## src/rtl/pool_engine.sv

```systemverilog
// pool_engine: max / average pooling over a CH x R x C picture held in BRAM.
// One window sample is read per cycle; each output pixel costs K*K+2 cycles.
module pool_engine #(
    parameter int WIDTH      = 8,
    parameter int MEMADDRBIT = 17,
    parameter int DIMBIT     = 8
) (
    input  logic                  clk,
    input  logic                  rst,
    input  logic                  start,
    input  logic                  mode,
    input  logic [2:0]            ksize,
    input  logic [2:0]            stride,
    input  logic [DIMBIT-1:0]     dim_r,
    input  logic [DIMBIT-1:0]     dim_c,
    input  logic [DIMBIT-1:0]     dim_ch,
    input  logic [MEMADDRBIT-1:0] in_base,
    input  logic [MEMADDRBIT-1:0] out_base,
    output logic [MEMADDRBIT-1:0] rd_addr,
    input  logic [WIDTH-1:0]      rd_data,
    output logic                  wr_en,
    output logic [MEMADDRBIT-1:0] wr_addr,
    output logic [WIDTH-1:0]      wr_data,
    output logic                  busy,
    output logic                  done,
    output logic                  err
);
    localparam int A  = MEMADDRBIT;
    localparam int AW = WIDTH + 4;

    typedef enum logic [2:0] {S_IDLE, S_CHECK, S_READ, S_DRAIN, S_WRITE, S_DONE} state_t;
    state_t state_q, state_d;

    // latched job configuration
    logic              mode_q, mode_d;
    logic [2:0]        k_q, k_d, s_q, s_d;
    logic [DIMBIT-1:0] r_q, r_d, c_q, c_d, chn_q, chn_d;
    logic [A-1:0]      in_base_q, in_base_d, out_base_q, out_base_d;
    logic [DIMBIT-1:0] ro_q, ro_d, co_q, co_d;
    logic              bad_q, bad_d;
    // traversal counters
    logic [DIMBIT-1:0] ch_q, ch_d, orow_q, orow_d, ocol_q, ocol_d;
    logic [2:0]        wr_q, wr_d, wc_q, wc_d;
    logic [A-1:0]      out_idx_q, out_idx_d, rd_hold_q, rd_hold_d;
    // read-return tracking and accumulator
    logic              rd_pend_q, rd_pend_d, rd_first_q, rd_first_d;
    logic signed [AW-1:0] acc_q, acc_d;

    logic              cfg_bad, win_last, pix_last;
    logic [2:0]        s_div;
    logic [A-1:0]      rd_cur, a_row, a_col;
    logic signed [AW-1:0] samp, avg_sh;

    // illegal configuration, window / job end conditions, current read address
    always_comb begin
        cfg_bad  = (k_q == 3'd0) || (s_q == 3'd0) || (DIMBIT'(k_q) > r_q) ||
                   (DIMBIT'(k_q) > c_q) || (chn_q == '0) ||
                   (mode_q && !(k_q == 3'd1 || k_q == 3'd2 || k_q == 3'd4));
        s_div    = (s_q == 3'd0) ? 3'd1 : s_q;
        win_last = (wc_q == k_q - 3'd1) && (wr_q == k_q - 3'd1);
        pix_last = (ocol_q == co_q - DIMBIT'(1)) && (orow_q == ro_q - DIMBIT'(1)) &&
                   (ch_q == chn_q - DIMBIT'(1));
        a_row    = A'(orow_q) * A'(s_q) + A'(wr_q);
        a_col    = A'(ocol_q) * A'(s_q) + A'(wc_q);
        rd_cur   = in_base_q + A'(ch_q) * A'(r_q) * A'(c_q) + a_row * A'(c_q) + a_col;
        samp     = AW'($signed(rd_data));
        // shift of log2(K*K): K is 1, 2 or 4 on any legal average job
        avg_sh   = (k_q == 3'd4) ? (acc_q >>> 4) : (k_q == 3'd2) ? (acc_q >>> 2) : acc_q;
    end

    // FSM state register
    always_ff @(posedge clk or posedge rst) begin
        if (rst) state_q <= S_IDLE;
        else     state_q <= state_d;
    end

    // FSM next-state logic
    always_comb begin
        state_d = state_q;
        case (state_q)
            S_IDLE:  if (start) state_d = S_CHECK;
            S_CHECK: state_d = cfg_bad ? S_DONE : S_READ;
            S_READ:  if (win_last) state_d = S_DRAIN;
            S_DRAIN: state_d = S_WRITE;
            S_WRITE: state_d = pix_last ? S_DONE : S_READ;
            S_DONE:  state_d = S_IDLE;
            default: state_d = S_IDLE;
        endcase
    end

    // FSM outputs; write bus is zero outside the WRITE cycle
    always_comb begin
        busy    = (state_q != S_IDLE);
        done    = (state_q == S_DONE);
        err     = (state_q == S_DONE) && bad_q;
        wr_en   = (state_q == S_WRITE);
        wr_addr = (state_q == S_WRITE) ? out_base_q + out_idx_q : '0;
        wr_data = '0;
        if (state_q == S_WRITE) wr_data = mode_q ? avg_sh[WIDTH-1:0] : acc_q[WIDTH-1:0];
        rd_addr = (state_q == S_READ) ? rd_cur : rd_hold_q;
    end

    // datapath next values: config latch, counters, accumulator
    always_comb begin
        mode_d = mode_q; k_d = k_q; s_d = s_q; r_d = r_q; c_d = c_q; chn_d = chn_q;
        in_base_d = in_base_q; out_base_d = out_base_q; ro_d = ro_q; co_d = co_q;
        bad_d = bad_q; ch_d = ch_q; orow_d = orow_q; ocol_d = ocol_q;
        wr_d = wr_q; wc_d = wc_q; out_idx_d = out_idx_q;
        rd_hold_d  = (state_q == S_READ) ? rd_cur : rd_hold_q;
        rd_pend_d  = (state_q == S_READ);
        rd_first_d = (state_q == S_READ) && (wc_q == 3'd0) && (wr_q == 3'd0);
        acc_d = acc_q;
        if (rd_pend_q) begin
            if (rd_first_q)  acc_d = samp;
            else if (mode_q) acc_d = acc_q + samp;
            else if (samp > acc_q) acc_d = samp;
        end
        case (state_q)
            S_IDLE: if (start) begin
                mode_d = mode; k_d = ksize; s_d = stride; r_d = dim_r; c_d = dim_c;
                chn_d = dim_ch; in_base_d = in_base; out_base_d = out_base; bad_d = 1'b0;
            end
            S_CHECK: begin
                bad_d = cfg_bad;
                ro_d  = (r_q - DIMBIT'(k_q)) / DIMBIT'(s_div) + DIMBIT'(1);
                co_d  = (c_q - DIMBIT'(k_q)) / DIMBIT'(s_div) + DIMBIT'(1);
                ch_d = '0; orow_d = '0; ocol_d = '0; wr_d = '0; wc_d = '0; out_idx_d = '0;
            end
            S_READ: begin
                if (wc_q == k_q - 3'd1) begin
                    wc_d = '0;
                    wr_d = (wr_q == k_q - 3'd1) ? 3'd0 : wr_q + 3'd1;
                end else begin
                    wc_d = wc_q + 3'd1;
                end
            end
            S_WRITE: begin
                out_idx_d = out_idx_q + A'(1);
                if (ocol_q == co_q - DIMBIT'(1)) begin
                    ocol_d = '0;
                    if (orow_q == ro_q - DIMBIT'(1)) begin
                        orow_d = '0;
                        ch_d   = ch_q + DIMBIT'(1);
                    end else begin
                        orow_d = orow_q + DIMBIT'(1);
                    end
                end else begin
                    ocol_d = ocol_q + DIMBIT'(1);
                end
            end
            default: ;
        endcase
    end

    // datapath registers
    always_ff @(posedge clk or posedge rst) begin
        if (rst) begin
            mode_q <= 1'b0; k_q <= '0; s_q <= '0; r_q <= '0; c_q <= '0; chn_q <= '0;
            in_base_q <= '0; out_base_q <= '0; ro_q <= '0; co_q <= '0; bad_q <= 1'b0;
            ch_q <= '0; orow_q <= '0; ocol_q <= '0; wr_q <= '0; wc_q <= '0;
            out_idx_q <= '0; rd_hold_q <= '0; rd_pend_q <= 1'b0; rd_first_q <= 1'b0;
            acc_q <= '0;
        end else begin
            mode_q <= mode_d; k_q <= k_d; s_q <= s_d; r_q <= r_d; c_q <= c_d; chn_q <= chn_d;
            in_base_q <= in_base_d; out_base_q <= out_base_d; ro_q <= ro_d; co_q <= co_d;
            bad_q <= bad_d; ch_q <= ch_d; orow_q <= orow_d; ocol_q <= ocol_d;
            wr_q <= wr_d; wc_q <= wc_d; out_idx_q <= out_idx_d; rd_hold_q <= rd_hold_d;
            rd_pend_q <= rd_pend_d; rd_first_q <= rd_first_d; acc_q <= acc_d;
        end
    end
endmodule
```

## config.mk

```make
export PLATFORM = sky130hd
export DESIGN_NAME = pool_engine
export DESIGN_NICKNAME = d
export VERILOG_FILES = /design/src/rtl/pool_engine.sv
export SDC_FILE = /design/constraint.sdc
export NUM_CORES = 1
export LEC_CHECK = 0
export BUFFER_PORTS_ARGS = -buffer_cell sky130_fd_sc_hd__buf_2
export CAP_MARGIN = 20
export CELL_PAD_IN_SITES_DETAIL_PLACEMENT = 1
export CELL_PAD_IN_SITES_GLOBAL_PLACEMENT = 1
export CORE_ASPECT_RATIO = 1.2
export CORE_UTILIZATION = 40
export DETAILED_ROUTE_END_ITERATION = 8
export PLACE_DENSITY_LB_ADDON = 0.1
export RECOVER_POWER = 100
export SYNTH_ARGS = -nofsm -noshare
export SYNTH_HDL_FRONTEND = slang
export SYNTH_SLANG_ARGS = --single-unit
```

## constraint.sdc

```tcl
create_clock -name clk -period 14 [get_ports clk]
set_clock_uncertainty 0.2 [all_clocks]
set_input_delay 0 -clock clk [delete_from_list [all_inputs] [get_ports clk]]
set_output_delay 0 -clock clk [all_outputs]
set_load 0.02 [all_outputs]
```

# --- Word-level counts from Yosys, hierarchy flattened ---
# Index checks and enable logic that the tools add are counted.
classes:
  multipliers: 5
  n_mux: 31
  add_sub_neg: 21
  order_cmp: 3
  n_div: 2
  reduce_logical: 33
  n_eq_ne: 18
ops:
  columns: ["op", "n"]
  rows:
  - ["$mux 8", 9]
  - ["$add 17x17->17", 3]
  - ["$pmux 8 s2", 3]
  - ["$add 8x1->8 const B", 5]
  - ["$mux 12", 3]
  - ["$mux 17", 2]
  - ["$pmux 17 s2", 1]
  - ["$add 11x3->12", 2]
  - ["$eq 8x8->1", 3]
  - ["$mux 3", 8]
  - ["$sub 8x1->8 const B", 3]
  - ["$mul 8x3->11", 2]
  - ["$add 17x1->17 const B", 1]
  - ["$add 17x12->17", 1]
  - ["$mul 12x8->17", 1]
  - ["$mul 16x8->17", 1]
  - ["$div 8x3->8", 2]
  - ["$gt 3x8->1", 2]
  - ["$mul 8x8->16", 1]
  - ["$sub 8x3->8", 2]
  - ["$logic_not 3->1", 5]
  - ["$pmux 3 s5", 1]
  - ["$add 12x8->12", 1]
  - ["$gt 8x12->1", 1]
  - ["19 further kinds", 50]
totals:
  input_bits: 76
  ff_bits: 163
  output_inout_bits: 46

# --- Depth between registers and ports, before layout ---
logic_depth:
  word_depth: 8
  mapped_depth: 68
  mapped_depth_nobuf: 63

# --- Worst setup path after synthesis ---
# No wires, ideal clock.
synth_path:
  path_kind: "register to register"
  startpoint: "reg k_q[2]"
  endpoint: "reg ro_q[6]"
  required_time_ns: 13.717
  t_arrival_ns: 12.619
  path_stages_with_launch: 63
  setup_time_ns: 0.083
  path_slack_ns: 1.098
  path_buffers: 4
  cell_sequence: "dfrtp_1 -> clkbuf_1 -> clkbuf_1 -> inv_1 -> ha_1 -> a21oi_1 -> a31oi_1 -> or2_2 -> ha_1 -> and2_1 -> o31ai_2 -> inv_1 -> ha_1 -> o21a_1 -> o21ai_1 -> a31oi_1 -> ha_1 -> o21a_1 -> [... 27 more ...] -> o21a_1 -> o21ai_0 -> nand2b_1 -> a211oi_1 -> o21ai_0 -> buf_2 -> nor2_1 -> a21oi_1 -> ha_1 -> a21o_1 -> a21oi_1 -> o2111a_1 -> o221ai_2 -> o21bai_1 -> ha_1 -> and3_1 -> xor2_1 -> o21ai_0"
synth_between:
  elab_chain_cells: 3
synth_lines:
  columns: ["element", "line", "rtl"]
  rows:
  - ["from (decl)", "36", "logic [2:0] k_q, k_d, s_q, s_d;"]
  - ["from (signal assigned)", "158", "mode_q <= 1'b0; k_q <= '0; s_q <= '0; r_q <= '0; c_q <= '0; chn_q <= '0;"]
  - ["from (signal assigned)", "164", "mode_q <= mode_d; k_q <= k_d; s_q <= s_d; r_q <= r_d; c_q <= c_d; chn_q <= chn_d;"]
  - ["$sub 8x3->8", "125", "ro_d = (r_q - DIMBIT'(k_q)) / DIMBIT'(s_div) + DIMBIT'(1);"]
  - ["$div 8x3->8", "125", null]
  - ["$add 8x1->8", "125", null]
  - ["to (signal assigned)", "165", "in_base_q <= in_base_d; out_base_q <= out_base_d; ro_q <= ro_d; co_q <= co_d;"]
  - ["to (decl)", "39", "logic [DIMBIT-1:0] ro_q, ro_d, co_q, co_d;"]
# No other way between the ends.
# A chain may end at the register's enable or synchronous reset.

# --- Final worst setup path ---
layout_path:
  startpoint: "reg r_q[2]"
  endpoint: "reg ro_q[6]"
layout_between:
  elab_chain_cells: 3
layout_lines:
  columns: ["element", "line", "rtl"]
  rows:
  - ["from (decl)", "37", "logic [DIMBIT-1:0] r_q, r_d, c_q, c_d, chn_q, chn_d;"]
  - ["from (signal assigned)", "158", null]
  - ["from (signal assigned)", "164", null]
  - ["$sub 8x3->8", "125", null]
  - ["$div 8x3->8", "125", null]
  - ["$add 8x1->8", "125", null]
# No other way between the ends.

==> impl_results.rst <==
.. list-table::
   :header-rows: 1

   * - Metric
     - Value
   * - Outcome
     - finished, violations left
   * - Failing checks
     - capacitance limit, slew limit
   * - Fraction of the yosys area taken by sequential cells
     - between 10% and 20%
   * - Count of unique library cells instantiated by Yosys
     - just over 100
   * - CTS tree
     - yes
   * - Worst Setup End Kind
     - register
   * - Instance area at placement
     - 0.0236 sq mm
   * - Mean routed wirelength per cell
     - 19.6 um
   * - Vertical die dimension
     - between 200 and 300 um
   * - Internal reg-to-reg setup slack
     - between 0.8 and 0.9 ns
   * - Via count of the routed design
     - ~18000
   * - Highest-count cells in the layout ignoring fill and taps
     - inv_1 (321), nand2_1 (274), fa_1 (238)
   * - Global-route congestion overflow total
     - 0
   * - Data required time at the worst endpoint
     - between 10 and 15 ns
   * - Total nets after synthesis
     - 3029
   * - Final total negative setup slack
     - 0 ns
   * - Clk pin slew, worst setup/hold paths
     - approximately 0.080 ns
   * - Origin of the critical flop-to-flop path
     - r_q[2]$_DFFE_PP0P_
   * - Headroom to the max-slew limit
     - -166%
   * - Initial standard-cell utilization of the core
     - slightly above 40%
   * - Min cycle time layout
     - 13.20 ns
   * - First drt pass iteration count
     - 4
   * - Number of global-route vias before repair
     - between 20000 and 25000
   * - Post-route fraction of the period consumed by the critical path
     - a little over nine tenths
   * - All-Layer GR Usage
     - around a quarter
   * - Io pins
     - between 100 and 150
   * - Final setup violating endpoints
     - 0
   * - Standard cell core area
     - ~0.055 sq mm
   * - Final design utilization
     - about 46%
   * - Width of the chip
     - 217 um
   * - Worst Hold Slack
     - approximately 0.065 ns
   * - Peak Freq
     - around 0.076 GHz
   * - Max-cap viol count
     - 5
   * - Gpl congestion
     - roughly 0.85
   * - Largest stage delay on the critical path
     - 0.59 ns
   * - Routed via count divided by cell count
     - roughly 5.3
   * - Endpoint of the worst-slack reg-to-reg timing path
     - ro_q[6]$_DFFE_PP0P_
   * - Die outline area
     - about 0.056 sq mm
   * - Fin. Hold Viols
     - 0
   * - Most common cell after layout, fill and taps aside
     - inv_1
   * - Clock root buffer
     - clkbuf_16
   * - CTS max path bufs
     - 2
   * - Share of cells above drive strength 1
     - under 10%
   * - Hold-critical path depth
     - 3
   * - Number of placement rows
     - between 90 and 100
   * - End point of the most critical hold path
     - in_base_q[9]$_DFFE_PP0P_
   * - Dominant cell type by count on the critical path
     - ha_1
   * - Post-Synthesis Cell Area
     - about 0.022 sq mm
   * - Post-synth top flop
     - dfrtp_1
   * - Global-route wire length before repair
     - approximately 110 mm
   * - Routed WL
     - 66.6 mm
   * - Path depth of the worst reg2reg path
     - 57
   * - Number of diodes added for antenna fixing
     - 0
   * - Hold wc startpoint
     - in_base[9]
   * - CP max FO
     - 10
   * - Layout Cell Area excl Fill
     - about 0.025 sq mm
   * - Worst Path Arrival
     - around 13 ns
   * - Number of clock sinks seen by CTS
     - approximately 160
   * - Synthesized flop and latch total
     - roughly 160
   * - Cells after synthesis
     - ~2500
   * - Cell with the biggest individual delay on the critical path
     - or4_1
   * - Clock latency on the worst-skew pair
     - just over 0.5 ns
   * - Category of the worst setup path launch point
     - register
   * - Worst Tran Pin Value
     - roughly 4.0 ns
   * - DRC violation total after the first TritonRoute iteration
     - 686
   * - Average cell area after synthesis
     - slightly below 9 sq um
   * - Number of DRC violations after detailed routing
     - 0
   * - H-tree level count
     - 4
   * - Post-synth EDFFs
     - 0
   * - CP Class
     - register to register
   * - Asr flop ratio synth
     - 100%
   * - Antenna violations before repair
     - 1
   * - Maximum number of pins on one net before global-route repair
     - 100
   * - Final net count
     - about 3200
   * - Synthesis-to-layout area growth
     - 13.6%
   * - Synthesis Warnings
     - 0
   * - Max-slew violation count
     - about 250
   * - # port buffers
     - roughly 120
   * - Total clock buffers created by CTS
     - 17
   * - Remaining antenna violation count after routing
     - 0
   * - Classification of the worst-slack hold path
     - input pin to register
   * - Final HPWL DP
     - 52.4 mm
-- how the worst max path moves through the flow --
stage	endpoint	depth (start not counted)	startpoint	slack [ns]
after CTS	co_q[3]$_DFFE_PP0P_	57	k_q[1]$_DFFE_PP0P_	0.05
after detailed placement	ro_q[6]$_DFFE_PP0P_	57	r_q[0]$_DFFE_PP0P_	-0.15
after floorplan	ro_q[6]$_DFFE_PP0P_	62	k_q[2]$_DFFE_PP0P_	1.10
final	ro_q[6]$_DFFE_PP0P_	57	r_q[2]$_DFFE_PP0P_	0.80
after global placement	ro_q[6]$_DFFE_PP0P_	58	r_q[0]$_DFFE_PP0P_	0.49
after global routing	co_q[6]$_DFFE_PP0P_	61	k_q[2]$_DFFE_PP0P_	-0.05
-- per-stage QoR --
| step | instances | setup WS [ns] |
|---|---|---|
| after floorplan | 2491 | 1.10 |
| after global placement | 3266 | 0.488 |
| after detailed placement | 3266 | -0.154 |
| after CTS | 3391 | 0.0519 |
| after global routing | 3401 | -0.0491 |
| final | 3401 | 0.804 |
-- sequential cells by signal, summed over array words and instances (netlist names), 12 cells and up --
register,flops
rd_hold_q,17
out_idx_q,17
out_base_q,17
in_base_q,17
acc_q,12
-- cells by family (layout without fill, tap and decap cells) --
kind of cell / count (synthesis) / after routing / synth area share (%)
AOI/OAI and AO/OA: 413 / 413 / 12.1
xor gates and xnor gates: 146 / 146 / 5.82
adders and majority gates: 462 / 462 / 34.1
buffers and inverters: 418 / 608 / 7.14
DFF: 163 / 163 / 18.4
muxes: 85 / 85 / 4.27
and+or+nand+nor: 804 / 804 / 18.3
-- cell usage after synthesis (all sizes together), types with 5 or more instances --
cell type	instances	share of area [%]
nand4	17	0.48
xor2	42	1.7
and3	29	0.84
nor3	43	0.97
or3	15	0.44
buf	11	0.26
and2	159	4.5
a21oi	85	1.9
o21bai	20	0.68
o21ai	146	3.3
mux2i	15	0.69
nand3	48	1.1
o31ai	25	0.93
nand2	276	4.7
a21o	22	0.74
xnor2	103	4.1
ha	224	13
nor4	13	0.49
and4	7	0.28
a211oi	8	0.33
dfrtp	163	18
nor2	122	2.1
clkbuf	82	1.4
nand2b	24	0.68
fa	238	21
or3b	5	0.20
nand3b	6	0.20
or2	11	0.31
o211ai	11	0.39
nor2b	16	0.45
o21a	24	0.81
mux2	70	3.6
inv	323	5.5
a31oi	11	0.34
-- cell type report --
type                    count  area [sq um]
clock buffers              17           425
clock inverters            15           211
fillers                  6493         29600
inverters                 325          1220
multi-input cells        1910         16700
flip-flops and latches    163          4080
well taps                 720           901
repair buffers            251          1740
-- worst max-delay path: cells and delay by family (launching register included) --
| family | cells | cell delay (ns) |
|---|---|---|
| compound gates | 27 | 4.80 |
| simple gates | 16 | 3.56 |
| fa+ha+maj | 10 | 2.98 |
| mux | 2 | 0.69 |
| flops | 1 | 0.49 |
| buf+inv | 1 | 0.17 |
| xor+xnor | 1 | 0.13 |
-- layer usage --
layer	vias up	track usage, %	wire [um]	share of wire, %
li1	8582	-	-	-
met1	9206	29.7	29000	44
met2	188	44.2	34600	52
met3	92	2.33	1240	1.9
met4	0	7.86	1750	2.6
met5	-	0	0	0
-- timing repair --
item	CTS	global route
endpoints found under the setup margin	3	16
setup buffers	0	8
pin swaps	0	3
endpoints found under the hold margin	176	37
hold buffers	93	1
gates resized for setup	2	26
Power is not shown: default switching activity piles up to over one toggle a cycle in this logic, so the estimate is an artifact.
